## config.mk

```make
export PLATFORM = sky130hd
export DESIGN_NAME = lut_neuron_loader
export DESIGN_NICKNAME = d
export VERILOG_FILES = /design/src/rtl/lut_neuron_loader.sv
export SDC_FILE = /design/constraint.sdc
export NUM_CORES = 1
export LEC_CHECK = 0
export ABC_AREA = 1
export BUFFER_PORTS_ARGS = -buffer_cell sky130_fd_sc_hd__buf_2
export CAP_MARGIN = 20
export CORE_AREA = 2 2 89 91
export CTS_CLUSTER_SIZE = 24
export DETAILED_ROUTE_END_ITERATION = 7
export DIE_AREA = 0 0 91 93
export PLACE_DENSITY = 0.74
export SYNTH_ARGS = -nofsm -noshare
export SYNTH_HDL_FRONTEND = slang
export SYNTH_SLANG_ARGS = --single-unit
export TNS_END_PERCENT = 5
```

## constraint.sdc

```tcl
create_clock -name clk -period 1.4 [get_ports clk]
set_clock_uncertainty 0.1 [all_clocks]
set_input_delay 0.28 -clock clk [delete_from_list [all_inputs] [get_ports clk]]
set_output_delay 0.28 -clock clk [all_outputs]
set_load 0.03 [all_outputs]
```

## src/rtl/lut_neuron_loader.sv

```systemverilog
// Runtime-programmable LUT neuron: streams a 2^IN_BITS-entry truth table
// into registers, then serves registered single-cycle lookups from it.
//
// state   | meaning
// --------+-----------------------------------------------------------
// S_EMPTY | no table resident; lookups dropped
// S_LOAD  | accepting table beats at addr_q; lookups dropped
// S_READY | full table resident; lookups served with 1-cycle latency
module lut_neuron_loader #(
  parameter int IN_BITS  = 6,
  parameter int OUT_BITS = 1
) (
  input  logic                clk,
  input  logic                rst_n,
  input  logic                cfg_start,
  input  logic                cfg_valid,
  output logic                cfg_ready,
  input  logic [OUT_BITS-1:0] cfg_data,
  output logic                cfg_done,
  output logic                cfg_err,
  input  logic                lut_in_valid,
  input  logic [IN_BITS-1:0]  lut_in,
  output logic                lut_out_valid,
  output logic [OUT_BITS-1:0] lut_out,
  output logic                lut_drop
);

  localparam int DEPTH = 1 << IN_BITS;
  localparam logic [IN_BITS:0] LAST_ADDR = (IN_BITS + 1)'(DEPTH - 1);

  typedef enum logic [1:0] {S_EMPTY, S_LOAD, S_READY} state_t;

  state_t              state_q, state_d;
  logic [IN_BITS:0]    addr_q, addr_d;
  logic [OUT_BITS-1:0] tbl_q [DEPTH];
  logic [OUT_BITS-1:0] tbl_d [DEPTH];
  logic                err_q, err_d;
  logic                out_valid_q, out_valid_d;
  logic [OUT_BITS-1:0] out_q, out_d;
  logic                drop_q, drop_d;
  logic                beat;

  // Load sequencing: a restart always wins over a beat in the same cycle,
  // and only a completed load clears the abort flag.
  always_comb begin
    state_d = state_q;
    addr_d  = addr_q;
    tbl_d   = tbl_q;
    err_d   = err_q;
    beat    = (state_q == S_LOAD) && cfg_valid && !cfg_start;
    if (cfg_start) begin
      state_d = S_LOAD;
      addr_d  = '0;
      if (state_q == S_LOAD) err_d = 1'b1;
    end else if (beat) begin
      tbl_d[addr_q[IN_BITS-1:0]] = cfg_data;
      addr_d = addr_q + 1'b1;
      if (addr_q == LAST_ADDR) begin
        state_d = S_READY;
        err_d   = 1'b0;
      end
    end
  end

  // Lookup path: served only from a resident table, otherwise flagged as dropped.
  // lut_out keeps its previous value whenever nothing is served.
  always_comb begin
    out_valid_d = 1'b0;
    drop_d      = 1'b0;
    out_d       = out_q;
    if (lut_in_valid) begin
      if (state_q == S_READY) begin
        out_valid_d = 1'b1;
        out_d       = tbl_q[lut_in];
      end else begin
        drop_d = 1'b1;
      end
    end
  end

  // State, table and output registers.
  always_ff @(posedge clk or negedge rst_n) begin
    if (!rst_n) begin
      state_q     <= S_EMPTY;
      addr_q      <= '0;
      tbl_q       <= '{default: '0};
      err_q       <= 1'b0;
      out_valid_q <= 1'b0;
      out_q       <= '0;
      drop_q      <= 1'b0;
    end else begin
      state_q     <= state_d;
      addr_q      <= addr_d;
      tbl_q       <= tbl_d;
      err_q       <= err_d;
      out_valid_q <= out_valid_d;
      out_q       <= out_d;
      drop_q      <= drop_d;
    end
  end

  assign cfg_ready     = (state_q == S_LOAD);
  assign cfg_done      = (state_q == S_READY);
  assign cfg_err       = err_q;
  assign lut_out_valid = out_valid_q;
  assign lut_out       = out_q;
  assign lut_drop      = drop_q;

endmodule

```

# Word level (Yosys, flattened, before mapping)
# Cells that the tools add are included.
[word_totals]
ff_bits = 77
in_bits = 12
output_inout_bits = 6
wordCells = 110
[classes]
addsub = 1
magnitude_cmp = 3
n_eq_ne = 4
n_mux = 19
bitwise = 3
n_reduce_logical = 10
[ops]
columns = ["cell", "count"]
rows = [
  ["64-bit bitwise mux", 1],
  ["7-bit >= comparator, second input constant", 2],
  ["7-bit two-way mux", 2],
  ["6-bit NOT with 7-bit output", 2],
  ["1-bit two-way mux", 11],
  ["7-bit by 1-bit adder with 7-bit output, second input constant", 1],
  ["7-bit by 6-bit equality test with 1-bit output, second input constant", 1],
  ["7-bit by 1-bit < comparator with 1-bit output, second input constant", 1],
  ["1-bit binary-select mux with 6-bit select", 1],
  ["1-bit demux with 6-bit select", 1],
  ["2-bit two-way mux", 3],
  ["2-bit AND reduction", 3],
  ["2-bit nonzero test", 2],
  ["1-bit logical AND", 3],
  ["3-bit AND reduction", 1],
  ["2-bit by 1-bit equality test with 1-bit output, second input constant", 1],
  ["2-bit equality test, second input constant", 1],
  ["2-bit by 1-bit inequality test with 1-bit output, second input constant", 1],
  ["1-bit logical NOT", 1],
  ["1-bit NOT", 1],
]

# Depth between registers and ports, before layout
# Gate-level depths: netlist of the first run.
[depth]
depth_word = 6
mapped_depth = 13

# Worst setup path after synthesis of the first run
# Ideal clock, no wire load.
[synth_timing]
kind = "register to register"
from = "register state_q[1]"
to = "register tbl_q[32] (netlist name)"
arrival_time_ps = 1370
slack_ps = -188
stages_incl_launch_ff = 12
cell_sequence = "dfrtp_1 inv_1 nand2_1 clkinv_2 nand2_4 nor2_8 inv_4 nor2_4 inv_2 nor2_2 nand2_1 o21a_1"
[synth_via]
elab_chain_cells = 4
[synth_rtl]
columns = ["item", "line", "rtl"]
rows = [
  ["start: declaration", "33", "state_t state_q, state_d;"],
  ["start signal: assignment", "92", "state_q <= state_d;"],
  ["2-bit by 1-bit equality test with 1-bit output", "--", ""],
  ["named net cfg_ready", "17", "output logic cfg_ready,"],
  ["1-bit logical AND (2 in a row)", "50", "beat = (state_q == S_LOAD) && cfg_valid && !cfg_start;"],
  ["2-bit AND reduction (no line)", "--", ""],
  ["end signal: assignment", "94", "tbl_q <= tbl_d;"],
  ["end: declaration", "35", "logic [OUT_BITS-1:0] tbl_q [DEPTH];"],
]
# The timed path passes the listed nets, and every way through them passes these cells.
# A chain may end at the register's enable or synchronous reset.

# Worst setup path after layout of the first run
[layout_timing]
from = "register addr_q[5]"
to = "register tbl_q[48] (netlist name)"
[layout_via]
elab_chain_cells = 6
word_cells_on_any_way = 7
cone_classes = "2 x order compare; 3 x mux; 1 x bitwise; 1 x reduce/logical"
[layout_rtl]
columns = ["item", "line", "rtl"]
rows = [
  ["start: declaration", "34", "logic [IN_BITS:0] addr_q, addr_d;"],
  ["start signal: assignment", "93", "addr_q <= addr_d;"],
  ["6-bit NOT with 7-bit output (implied by the code) *", "56", "tbl_d[addr_q[IN_BITS-1:0]] = cfg_data;"],
  ["7-bit >= comparator (implied by the code) / 7-bit by 1-bit < comparator with 1-bit output (equally long branches)", "56", ""],
  ["1-bit logical AND (implied by the code)", "56", ""],
  ["1-bit two-way mux (implied by the code)", "56", ""],
  ["1-bit demux with 6-bit select *", "56", ""],
  ["64-bit bitwise mux *", "56", ""],
]
# Every way passes the cells marked *; elsewhere a longest branch is shown, timed or not.

==> results of run 1 <==
[report_power, final]
part | internal [mW] | total, mW | switching, mW
clock | 1.10 | 1.94 | 0.839
combinational | 0.195 | 0.546 | 0.351
sequential | 2.27 | 2.30 | 0.0307
[timing repair]
| action | in CTS | in global routing |
|---|---|---|
| setup buffers | 2 | 1 |
| pin swaps | 5 | 4 |
| setup endpoints to repair | 72 | 75 |
| resized for setup | 43 | 24 |
| hold buffers | 1 | 0 |
| hold endpoints to repair | 77 | 0 |
[kinds of logic after synthesis]
group	Yosys count
flops	77
buf+inv	59
simple gates	281
compound gates	94
fa+ha+maj	1
[Yosys cell counts, types with 2 or more instances]
cell / instances
nor2_4: 2
dfrtp_1: 77
nor2_8: 2
nand2_4: 2
a21oi_1: 12
inv_1: 18
nand3_1: 92
nor2_1: 17
o21a_1: 12
a31oi_1: 14
o21ai_0: 35
o31ai_1: 8
nand2_1: 142
nor2_2: 12
o21ai_1: 11
inv_2: 11
clkbuf_1: 5
clkinv_1: 2
buf_4: 4
nor3_2: 2
buf_2: 16
nor3_1: 6
[layer usage]
layer / global-route usage / part of all wire / wire length [µm] / vias up
met5: 0 / 0 / 0 / -
met4: 0.0960 / 0.025 / 283 / 0
met3: 0.0540 / 0.074 / 834 / 35
met2: 0.458 / 0.48 / 5440 / 190
met1: 0.373 / 0.42 / 4730 / 1863
li1: - / - / - / 1854
[final timing paths]
path	to	slack [ps]	cells after the start
min in group asynchronous	tbl_q[44]	390	3
worst max register to register	tbl_q[48]	-180	7
worst min register to register	tbl_q[45]	390	2
max in group asynchronous	addr_q[1]	440	3
worst min-delay path	lut_drop	40	3
worst max-delay path	tbl_q[48]	-180	7
[layout by cell type (no fill, tap or decap), types with 2 or more instances in the layout]
cell,synthesis,layout
o21a_1,12,12
inv_4,1,2
buf_6,1,9
a31oi_1,14,14
a21oi_1,12,12
nand2_2,1,4
dfrtp_1,77,73
nor2_8,2,2
buf_4,4,49
buf_2,16,14
o31ai_1,8,8
bufinv_16,0,2
o21ai_1,11,24
inv_2,11,13
nor2_4,2,11
nand2_4,2,2
nand3_1,92,91
nor3_2,2,6
nor2_2,12,10
nor2_1,17,10
o21ai_0,35,20
nor3_1,6,2
dfrtp_2,0,4
o21ai_2,0,2
buf_12,0,8
nand2_1,142,138
clkbuf_8,0,11
inv_1,18,14
clkinv_2,1,3
[cell type report]
type / instances / area (µm²)
clock inverters: 5 / 81.3
multi-input cells: 376 / 1990
repair buffers: 81 / 709
flip-flops and latches: 77 / 1930
inverters: 33 / 144
clock buffers: 11 / 151
fillers: 636 / 2390
well taps: 102 / 128
[registers in the layout (all words and copies together) (netlist names)]
signal	flops
state_q	2
tbl_q	64
lut_drop	1
cfg_err	1
lut_out_valid	1
lut_out	1
addr_q	7
[worst max-delay path: stages (launching register included)]
cell	delay (ps)
dfrtp_2	460
buf_4	160
nor3_2	200
buf_4	200
inv_2	70
nor2_2	130
nand2_1	70
o21a_1	100
[through the flow]
stage	setup WS [ps]	instances	hold slack (ps)
2_1_floorplan	-161	512	-116
4_1_cts	-172	684	27.3
5_1_grt	-262	685	68.5
3_3_place_gp	-235	665	235
3_5_place_dp	-240	665	234
6_report	-184	685	40.2
==> metrics.cfg, run 1 <==
[status]
outcome = finished, violations left
violations = setup timing

[clocking]
cts-buffers-inserted = 9
clk_pin_slew_worst_paths_ps = 80
cts.sinks = 77
tritoncts = built
clock_latency_ps = 350
cts_buffer_depth = 2
clockRootBuffer = clkbuf_8
cts_max_level = 3

[global_routing]
grt-ovfl-total = 0
grt_max_degree = 78
antenna_found_initial = 0
grt_pass1_wl_um = 18600
grt_pass1_vias = 3739
grt_use_total = 0.279

[synthesis]
synth_edf_count = 0
synth_ff_type = dfrtp_1
ys_seq_area_frac = 0.475
yosys.area_share.adder = 0.00308
yosys.area_share.simple = 0.322
synth_warnings = 0
synth.mux.area_fraction = 0
synth_cell_types = 32
yosysTopAreaCell = dfrtp_1
avgSynthCellArea_um2 = 7.93
ys_ff_latch = 77
synth.top_cell.area_share = 0.475
synthArstFlopShare = 1.00
syn_area_um2 = 4060
synth-xor-area-share = 0
synth_cells = 512
syn_nets = 525
synthTopCellsByArea = dfrtp_1 (47%), nand2_1 (13%), nand3_1 (11%)
synth_compound_area_frac = 0.134
synth_top_family_by_area = simple AND/OR/NAND/NOR gates

[floorplanning]
die_area_um2 = 8460
pin_count = 18
start_util = 0.539
fp.dieW_um = 91
core.rowCount = 32
die_y_um = 93
core_um2 = 7530

[setup_path]
setup.worst_path.start_class = flop
worstPathRequired_ps = 1550
end_kind = flop
cp_data_arrival_time_ps = 1740
setup.worst_path.start = addr_q[5]
path_class = flop to flop
timing.rr.start = addr_q[5]
path_max_fanout = 7

[timing]
finalSetupViolations = 67
rsz0062_at_grt = true
period_share = 1.13
slew_headroom = 0.717
fin_setup_tns_ps = -4960
worst_slew_pin_slew_ps = 424
timing.fmax_mhz = 631
hold_viol = 0
period_needed_ps = 1580
finalWorstSetupSlack_ps = -184
slew_violations = 0

[routing]
route.detailed.drc = 0
vias = 3942
first_pass_iters = 5
routedWlPerCell_um = 16.5
via_per_inst = 5.75
ant_nets = 0
drt-initial-drc-count = 393
wl_um = 11300

[layout]
final_cell_area_um2 = 5130
drive_gt1_frac = 0.274
area_delta_synth_final_pct = 26.5
antennaDiodeCount = 0
nets = 591
postLayoutCoreUtil = 0.682

[flow_run]
maxCapViolations = 0

[placed_design]
hpwlAfterDp_um = 7370
numPortBuffers = 17
routabilityCongestion = 0.892
post_dp_cell_area_um2 = 4700

[power]
leakage_nw = 2.25
powerDensity_nw_per_um2 = 933
p_total_mw = 4.79
ir_drop_v = 0.000539

[worst_hold_path]
hp-start = lut_in_valid
holdCritPathClass = primary input to flop

No activity file was read; power rests on OpenSTA's default activity.
==> inputs of run 2 (changes only) <==
--- a/config.mk
+++ b/config.mk
@@ -8,11 +8,11 @@
 export ABC_AREA = 1
 export BUFFER_PORTS_ARGS = -buffer_cell sky130_fd_sc_hd__buf_2
 export CAP_MARGIN = 20
-export CORE_AREA = 2 2 89 91
+export CORE_AREA = 2 2 85 87
 export CTS_CLUSTER_SIZE = 24
 export DETAILED_ROUTE_END_ITERATION = 7
-export DIE_AREA = 0 0 91 93
-export PLACE_DENSITY = 0.74
+export DIE_AREA = 0 0 87 89
+export PLACE_DENSITY = 0.78
 export SYNTH_ARGS = -nofsm -noshare
 export SYNTH_HDL_FRONTEND = slang
 export SYNTH_SLANG_ARGS = --single-unit
==> constraint.sdc (replaced) <==
create_clock -name clk -period 1.82 [get_ports clk]
set_clock_uncertainty 0.1 [all_clocks]
set_input_delay 0.364 -clock clk [delete_from_list [all_inputs] [get_ports clk]]
set_output_delay 0.364 -clock clk [all_outputs]
set_load 0.03 [all_outputs]
==> run 2 against run 1 <==
Against the previous run: largest power group unchanged; count of clock-buffer cells in the layout is 1 lower; the run now ends clean; sequential cell count unchanged; final area shrank 11%; global-route usage rose by 0.79 points; via count shrank 5.0%; critical path depth decreased by 2; utilization fell by 0.17 points; total power decreased by 26%; largest cell class is now flip-flops and latches; sequential share of layout area increased by 4.5 points; first-iteration DRC count shrank 11%; setup slack better by 320 ps.
==> metrics.cfg, run 2 (same netlist as run 1, synthesis figures left out) <==
[status]
outcome = finished clean  ; was finished, violations left

[setup_path]
critical-path-top-delay-family = simple AND/OR/NAND/NOR gates  ; was flip-flops
worstPathRequired_ps = 1950  ; was 1550 ps
path_max_fanout = 9  ; was 7
reg2reg_slack_ps = 140  ; was -180 ps
end_kind = flop  ; unchanged
setup.worst_path.start_class = flop  ; unchanged
reg2regPathDepth = 5  ; was 7
slowest_stage = dfrtp_1  ; was dfrtp_2
path_cells = nand2_1, nor2_2, nand2_1, o21ai_0, o31ai_1  ; was buf_4, nor3_2, buf_4, inv_2, nor2_2, nand2_1, o21a_1
path_buf_inv = 0  ; was 3
crit_top_cell = nand2_1  ; was buf_4
path_class = flop to flop  ; unchanged
crit_path_max_incr_delay_ps = 560  ; was 460 ps
rr_endpoint = tbl_q[15]  ; was tbl_q[48]
timing.rr.start = addr_q[4]  ; was addr_q[5]
cp_data_arrival_time_ps = 1820  ; was 1740 ps

[clocking]
cts-buffers-inserted = 9  ; unchanged
ctsResizeCount = 0  ; was 43
clockRootBuffer = clkbuf_8  ; unchanged
clk_pin_slew_worst_paths_ps = 80  ; about the same
cts.sinks = 77  ; unchanged
clock_latency_ps = 350  ; about the same
tritoncts = built  ; unchanged
cts_buffer_depth = 2  ; unchanged
postCtsSetupBuffers = 0  ; was 2
holdBufCountCts = 1  ; unchanged
cts_max_level = 3  ; unchanged

[global_routing]
antenna_found_initial = 0  ; unchanged
grt_use_total = 0.287  ; was 0.279
grt-ovfl-total = 0  ; unchanged
grt_pass1_wl_um = 17100  ; was 18600 µm
grt_max_degree = 78  ; unchanged
grt_pass1_vias = 3614  ; was 3739

[routing]
routedWlPerCell_um = 16.3  ; was 16.5 µm
ant_nets = 0  ; unchanged
vias = 3743  ; was 3942
via_per_inst = 6.00  ; was 5.75
route.detailed.drc = 0  ; unchanged
drt-initial-drc-count = 350  ; was 393
wl_um = 10200  ; was 11300 µm
first_pass_iters = 6  ; was 5

[layout]
nets = 552  ; was 591
layout_commonest_cell = nand2_1  ; unchanged
reg.largest.list = tbl_q (64), addr_q (7), state_q (2)  ; unchanged
largest_reg_flops = 64  ; unchanged
fillerInstances = 548  ; was 636
top_register = tbl_q  ; unchanged
seq_area_um2 = 1930  ; about the same
multi_input_area_um2 = 1860  ; was 1990 µm²
drive_gt1_frac = 0.167  ; was 0.274
antennaDiodeCount = 0  ; unchanged
area_delta_synth_final_pct = 12.7  ; was 26.5%
final_cell_mix = nand2_1 (142), nand3_1 (92), dfrtp_1 (77)  ; was nand2_1 (138), nand3_1 (91), dfrtp_1 (73)

[floorplanning]
core_um2 = 6720  ; was 7530 µm²
die_y_um = 89  ; was 93 µm
pin_count = 18  ; unchanged
core.rowCount = 30  ; was 32
die_area_um2 = 7740  ; was 8460 µm²
start_util = 0.604  ; was 0.539
fp.dieW_um = 87  ; was 91 µm

[timing]
period_needed_ps = 1680  ; was 1580 ps
timing.fmax_mhz = 594  ; was 631 MHz
timing.hold.ws_ps = 130  ; was 40.2 ps
fin_setup_tns_ps = 0  ; was -4960 ps
worst_slew_pin_slew_ps = 434  ; was 424 ps
finalSetupViolations = 0  ; was 67
slew_violations = 0  ; unchanged
hold_viol = 0  ; unchanged
slew_headroom = 0.710  ; was 0.717
period_share = 0.925  ; was 1.13
rsz0062_at_grt = false  ; was true

[flow_run]
maxCapViolations = 0  ; unchanged

[power]
leakage_nw = 2.01  ; was 2.25 nW
powerDensity_nw_per_um2 = 779  ; was 933 nW/µm²
ir_drop_v = 0.000449  ; was 0.000539 V

[worst_hold_path]
hold_path_depth = 3  ; unchanged
hold_end = lut_drop  ; unchanged
hp-start = lut_in_valid  ; unchanged
holdCritPathClass = primary input to flop  ; unchanged

[placed_design]
routabilityCongestion = 0.936  ; was 0.892
hpwlAfterDp_um = 6720  ; was 7370 µm
numPortBuffers = 17  ; unchanged

-- run 2: worst max path at each step --
stage               cells past startpoint         to  slack, ps  startpoint
floorplan                              11  tbl_q[32]        230  state_q[1]
global placement                       13    lut_out        170   lut_in[0]
detailed placement                     13    lut_out        110   lut_in[0]
CTS                                     2   cfg_done        130  state_q[0]
global route                            6  tbl_q[23]         30   addr_q[3]
finish                                  5  tbl_q[15]        140   addr_q[4]
-- run 2: where the power goes --
part / switching [mW] / internal (mW) / leakage (nW) / total (mW)
clock: 0.660 / 0.773 / 0.107 / 1.43
combinational: 0.239 / 0.115 / 0.850 / 0.354
sequential: 0.0255 / 1.75 / 1.05 / 1.77
-- run 2: area by class of cell --
class,instances,share of cell area
Timing Repair Buffer,42,0.0744
Multi-Input combinational cell,376,0.407
Sequential cell,77,0.421
Tap cell,80,0.0219
Inverter,33,0.0279
Clock buffer,10,0.0279
Clock inverter,6,0.0189
-- run 2: per-layer routing --
metal / share of wire / GRT usage / wire length, µm / vias to the layer above
li1: - / - / - / 1773
met2: 0.47 / 0.462 / 4810 / 148
met1: 0.45 / 0.388 / 4560 / 1791
met4: 0.025 / 0.109 / 251 / 0
met5: 0 / 0 / 0 / -
met3: 0.055 / 0.0554 / 562 / 31
-- run 2: through the flow --
| step | cell area, µm² | util | total power [mW] | instances | worst slack (ps) |
|---|---|---|---|---|---|
| 4_1_cts | 4570 | 0.680 | 3.56 | 624 | 133 |
| 3_5_place_dp | 4350 | 0.647 | 2.16 | 607 | 107 |
| 5_1_grt | 4570 | 0.680 | 3.69 | 624 | 28.5 |
| 3_3_place_gp | 4350 | 0.647 | 2.15 | 607 | 169 |
| 6_report | 4570 | 0.680 | 3.56 | 624 | 137 |
| 2_1_floorplan | 4060 | - | 2.00 | 512 | 232 |
-- run 2: tightest hold or removal path, delay by kind of cell --
kind / cells / cell delay [ps]
simple gates: 1 / 40
buf+inv: 2 / 150
